--- src/rtl/rbm_pkg.sv ---
// rbm_pkg: shared constants and types for the bit-serial RBM inference core.
//   N_VIS       visible pixels per hidden unit (bias arrives at index N_VIS)
//   N_HID       hidden units per class (bias arrives at index N_HID)
//   DW          weight / bias / accumulator width, signed two's complement
//   APPROX_BITS low-order bits discarded by the approximate adder
package rbm_pkg;

  localparam int N_VIS       = 784;
  localparam int N_HID       = 441;
  localparam int DW          = 64;
  localparam int APPROX_BITS = 16;

  localparam int PIX_W = 10;  // width of pixel_id
  localparam int HID_W = 9;   // width of hidden_id

  typedef logic signed [DW-1:0] acc_t;

  // AND-mask that clears the bits the approximate adder ignores.
  localparam acc_t APPROX_KEEP = acc_t'({{(DW-APPROX_BITS){1'b1}}, {APPROX_BITS{1'b0}}});

endpackage

--- src/rtl/rbm_mac.sv ---
// rbm_mac: one gated accumulate-and-threshold unit.
//   clock, reset  rising-edge clock, synchronous active-high reset
//   en            phase active (already qualified against the other phase)
//   idx           term index; 0 restarts the sum, END_IDX is the bias term
//   gate          1 adds value, 0 adds zero
//   value         signed weight or bias
//   exact         1 = exact add, 0 = approximate add (only when APPROX_EN)
//   result        sum > 0 of the last completed unit
//   done          one-cycle pulse when result updates
// Indices above END_IDX are ignored entirely.
module rbm_mac
  import rbm_pkg::*;
#(
  parameter int IDX_W     = 10,
  parameter int END_IDX   = 784,
  parameter bit APPROX_EN = 1'b0
) (
  input  logic             clock,
  input  logic             reset,
  input  logic             en,
  input  logic [IDX_W-1:0] idx,
  input  logic             gate,
  input  acc_t             value,
  input  logic             exact,
  output logic             result,
  output logic             done
);

  acc_t acc;
  acc_t term;
  acc_t base;
  acc_t sum;
  logic active;
  logic last;

  assign term   = gate ? value : '0;
  // Index 0 starts a fresh unit, so no separate clear cycle is needed.
  assign base   = (idx == '0) ? '0 : acc;
  assign last   = (idx == IDX_W'(END_IDX));
  assign active = en && (idx <= IDX_W'(END_IDX));

  generate
    if (APPROX_EN) begin : g_approx
      // NOTE: every signal written in always_comb is assigned on all paths,
      // so no latch can be inferred.
      always_comb begin
        sum = base + term;
        if (!exact) begin
          // Masking both operands makes the low bits of the sum zero as well.
          sum = (base & APPROX_KEEP) + (term & APPROX_KEEP);
        end
      end
    end else begin : g_exact
      logic unused_exact;
      assign unused_exact = exact;
      assign sum          = base + term;
    end
  endgenerate

  // NOTE: state registers use non-blocking assignments so every flop samples
  // pre-edge values regardless of process ordering.
  always_ff @(posedge clock) begin
    if (reset) begin
      acc    <= '0;
      result <= 1'b0;
      done   <= 1'b0;
    end else begin
      done <= 1'b0;
      if (active) begin
        acc <= sum;
        if (last) begin
          result <= (sum > acc_t'(0));
          done   <= 1'b1;
        end
      end
    end
  end

endmodule

--- src/rtl/rbm_core.sv ---
// rbm_core: bit-serial inference datapath of a binary RBM classifier.
//   clock, reset        rising-edge clock, synchronous active-high reset
//   h_value, pixel_id   hidden-phase weight/bias and its index
//   pixel               visible bit gating h_value
//   h_switch            1 = exact, 0 = approximate hidden-phase add
//   enable_hidden       hidden phase active
//   enable_classi       classifier phase active
//   c_value, hidden_id  classifier weight/bias and its index
//   hidden_pixel        hidden bit gating c_value
//   hidden, hidden_finish   hidden result and its one-cycle update pulse
//   spike, finish           class result and its one-cycle update pulse
// Both enables high is illegal and treated as idle.
// Build option: define RBM_APPROX_ADDER_EN to honour h_switch; otherwise the
// hidden phase is always exact and the approximate adder is not built.
module rbm_core
  import rbm_pkg::*;
(
  input  logic             clock,
  input  logic             reset,
  input  logic [DW-1:0]    h_value,
  input  logic [PIX_W-1:0] pixel_id,
  input  logic             pixel,
  input  logic             h_switch,
  input  logic             enable_hidden,
  input  logic             enable_classi,
  input  logic [DW-1:0]    c_value,
  input  logic [HID_W-1:0] hidden_id,
  input  logic             hidden_pixel,
  output logic             hidden,
  output logic             hidden_finish,
  output logic             spike,
  output logic             finish
);

  logic h_en;
  logic c_en;
  logic h_exact;

  assign h_en = enable_hidden && !enable_classi;
  assign c_en = enable_classi && !enable_hidden;

`ifdef RBM_APPROX_ADDER_EN
  localparam bit H_APPROX = 1'b1;
  assign h_exact = h_switch;
`else
  localparam bit H_APPROX = 1'b0;
  logic unused_h_switch;
  assign unused_h_switch = h_switch;
  assign h_exact         = 1'b1;
`endif

  rbm_mac #(
    .IDX_W     (PIX_W),
    .END_IDX   (N_VIS),
    .APPROX_EN (H_APPROX)
  ) u_hidden_mac (
    .clock  (clock),
    .reset  (reset),
    .en     (h_en),
    .idx    (pixel_id),
    .gate   (pixel),
    .value  (acc_t'(h_value)),
    .exact  (h_exact),
    .result (hidden),
    .done   (hidden_finish)
  );

  rbm_mac #(
    .IDX_W     (HID_W),
    .END_IDX   (N_HID),
    .APPROX_EN (1'b0)
  ) u_class_mac (
    .clock  (clock),
    .reset  (reset),
    .en     (c_en),
    .idx    (hidden_id),
    .gate   (hidden_pixel),
    .value  (acc_t'(c_value)),
    .exact  (1'b1),
    .result (spike),
    .done   (finish)
  );

endmodule

--- config.mk ---
export PLATFORM = sky130hd
export DESIGN_NAME = rbm_core
export DESIGN_NICKNAME = d
export VERILOG_FILES = /design/src/rtl/rbm_pkg.sv /design/src/rtl/rbm_mac.sv /design/src/rtl/rbm_core.sv
export SDC_FILE = /design/constraint.sdc
export NUM_CORES = 1
export LEC_CHECK = 0
export BUFFER_PORTS_ARGS = -buffer_cell sky130_fd_sc_hd__buf_4
export CAP_MARGIN = 20
export CORE_AREA = 2 2 187 189
export CTS_BUF_LIST = sky130_fd_sc_hd__clkbuf_8 sky130_fd_sc_hd__clkbuf_16
export DETAILED_ROUTE_END_ITERATION = 7
export DIE_AREA = 0 0 189 191
export GPL_TIMING_DRIVEN = 0
export PLACE_DENSITY = 0.73
export REMOVE_ABC_BUFFERS = 1
export SETUP_SLACK_MARGIN = 0.1
export SLEW_MARGIN = 20
export SYNTH_ARGS = -nofsm -noshare
export SYNTH_HDL_FRONTEND = slang
export SYNTH_SLANG_ARGS = --single-unit
--- constraint.sdc ---
create_clock -name clock -period 11.1 [get_ports clock]
set_clock_uncertainty 0.05 [all_clocks]
set_input_delay 1.11 -clock clock [delete_from_list [all_inputs] [get_ports clock]]
set_output_delay 1.11 -clock clock [all_outputs]
set_load 0.005 [all_outputs]
==> impl_metrics.toml <==
[timing]
tns_ns = 0
worst_pin_slew_ns = 1.15
maxSlewHeadroom = 0.233
setup_viol = 0
rsz0062_at_grt = "no"
fmax_ghz = 0.129
finalHoldViolations = 0
fin_crit_sh = 0.696
drv_slew = 0
period_needed_ns = 7.73

[synth]
yosys_register_bits = 132
ys_seq_area_frac = 0.175
avgSynthCellArea_um2 = 6.89
synthAdderAreaFrac = 0.107
synth.distinct_cells = 97
synthMuxAreaShare = 0.00738
synth_compound_area_frac = 0.262
synthXorXnorAreaFrac = 0.0574
synthArstFlopShare = 0
synth_top_family_by_area = "simple AND/OR/NAND/NOR gates"
synth-simple-area-share = 0.346
ys.flop_type = "dfxtp_1"
netlist_area_um2 = 15100
synth-edff-count = 0
ys_warn_count = 0
syn_inst = 2191

[worst_setup_path]
worstPathRequired_ns = 11.36
worstSetupEndpointType = "register"
r2r-end = "u_hidden_mac.result"
r2r-start = "u_hidden_mac.acc[4]"
critPathArrivalTime_ns = 7.99
path_max_fanout = 64
cp-start-kind = "primary input"
reg2regPathDepth = 14
crit_type = "in -> reg"
r2r_slack_ns = 5.44

[power_and_ir_drop]
leakagePower_nw = 7.08
combPwrFrac = 0.270
intPower_mw = 1.01
power_switching_mw = 0.498
clkPwrFrac = 0.400
pwr_density_cell_nw_per_um2 = 88.5
pwr-share-seq = 0.331
peakVddDrop_mv = 0.120
switching_share = 0.329

[detailed_routing]
num_vias = 15862
wirelength_um = 47200
antenna_violating_nets_post_route = 0
dr.pass1.iters = 5
post_drt_wl_per_cell_um = 17.4
first_iter_violations = 1326
drc = 0
vias_per_cell = 5.83

[run_status]
status = "finished, final reports clean"

[clock_tree]
cts_max_path_buffers = 2
post_cts_resized = 0
cts-root-buf = "clkbuf_16"
postCtsSetupRepairBufs = 0
cts_made_buffers = 17
clock-sinks = 132
clk_pin_slew_worst_paths_ns = 0.06
cts_tree = "built"
cts_hold_buf = 0
htree_levels = 4
insertion_delay_ns = 0.45

[global_route]
grt_pass1_wl_um = 76000
grt_pass1_vias = 14969
track_usage = 0.258
antenna_found_initial = 0
grt_max_degree = 134
overflow = 0

[worst_hold_path]
hold_path.class = "reg -> reg"
hold_start = "u_class_mac.acc[54]"
hold-path-cell-count = 2
hold_end = "u_class_mac.acc[54]"

[final_layout]
syn_to_final_growth_pct = 13.0
n_antenna_cell = 0
mostFrequentLayoutCells = "nand2_1, a21oi_1, and2_1, nor2_1, buf_4"
finalCoreUtilization = 0.500
final_common_cell = "nand2_1"
nFillCells = 3422
nets = 2535
drive_above_1_share = 0.110

[floorplanning]
die_width_um = 189
initial_core_util = 0.442
die-area_um2 = 36100
coreArea_um2 = 34100
die_height_um = 191
ios = 158
rows = 68

[placement]
place.gp.congestion = 0.973
io_buffers = 156
dp_hpwl_um = 37100

[job]
drv_cap = 0
[metal layers]
layer / track usage / share of wire / vias up / wire, um
met1: 0.345 / 0.47 / 7351 / 22100
met3: 0.0356 / 0.052 / 80 / 2480
met4: 0.0799 / 0.023 / 0 / 1100
met2: 0.431 / 0.46 / 472 / 21500
li1: - / - / 7959 / -
met5: 0 / 0 / - / 0
[flip-flops by register name, indices dropped and copies added, names as in the netlist]
| register | count |
|---|---|
| u_class_mac.acc | 64 |
| u_class_mac.done | 1 |
| u_class_mac.result | 1 |
| u_hidden_mac.acc | 64 |
| u_hidden_mac.done | 1 |
| u_hidden_mac.result | 1 |
[cell type report]
cell class	count	area (um2)	area share
multi-input cells	1901	11800	0.692
flip-flops and latches	132	2640	0.155
repair buffers	165	1310	0.0766
well taps	455	569	0.0334
clock buffers	17	425	0.0249
clock inverters	15	181	0.0106
inverters	36	135	0.00792
[Yosys cell counts (all sizes together), types with 13 or more instances]
cell,count,area [um2]
nor2,192,726
nor3,37,196
ha,126,1580
buf,27,191
and3,18,115
or3,17,106
clkbuf,95,359
nand3,38,190
nor2b,13,81.3
o211ai,20,169
a31oi,13,87.6
a211oi,29,243
o21a,24,180
and2,261,1630
o21bai,20,150
nor4,14,87.6
a21oi,281,1430
nand2,310,1170
inv,36,135
dfxtp,132,2640
a21o,36,270
xor2,36,315
o21ai,126,634
nand4,54,353
xnor2,63,552
[worst max-delay path by stage]
stage | start | depth (start not counted) | slack [ns] | endpoint
2_1_floorplan | pixel_id[1] | 16 | 4.53 | u_hidden_mac.result
5_1_grt | pixel_id[1] | 17 | 3.18 | u_hidden_mac.result
6_report | pixel_id[1] | 17 | 3.37 | u_hidden_mac.result
4_1_cts | pixel_id[1] | 17 | 3.51 | u_hidden_mac.result
3_3_place_gp | pixel_id[1] | 17 | 2.00 | u_hidden_mac.result
3_5_place_dp | pixel_id[1] | 17 | 3.06 | u_hidden_mac.result
[worst max-delay path: stages]
cell       delay, ns
buf_4           0.11
nor4_1          0.61
nand3_4         0.66
and2_1          0.41
ha_1            0.35
o211ai_2        0.14
o21ai_0         0.33
nand3_1         0.25
a2111oi_2       0.98
a211oi_2        0.32
o21ai_1         0.33
xor2_1          0.17
or4_1           0.48
or4_1           0.53
or4_1           0.53
nor4_1          0.45
a41oi_1         0.17
[cell families after synthesis]
group	count (synthesis)
adders and majority gates	128
xor gates and xnor gates	99
and+or+nand+nor	1026
muxes	11
DFF	132
buffers and inverters	158
AOI/OAI and AO/OA	637
[power groups by stage]
stage               sequential, mW  combinational, mW  clock (mW)
floorplan                    0.508              0.262           0
global placement             0.509              0.391           0
detailed placement           0.510              0.400           0
CTS                          0.500              0.402       0.616
global route                 0.502              0.446       0.636
finish                       0.500              0.407       0.604
[stage by stage]
stage | total power [mW] | instances | instance area, um2 | setup slack, ns | hold slack [ns]
finish | 1.51 | 2721 | 17100 | 3.37 | 0.397
global route | 1.58 | 2721 | 17100 | 3.18 | 0.412
CTS | 1.52 | 2721 | 17100 | 3.51 | 0.400
detailed placement | 0.910 | 2689 | 16500 | 3.06 | 0.390
global placement | 0.901 | 2680 | 16300 | 2.00 | 0.384
floorplan | 0.771 | 2069 | 14500 | 4.53 | 0.371
(Power assumes the default switching activity.)
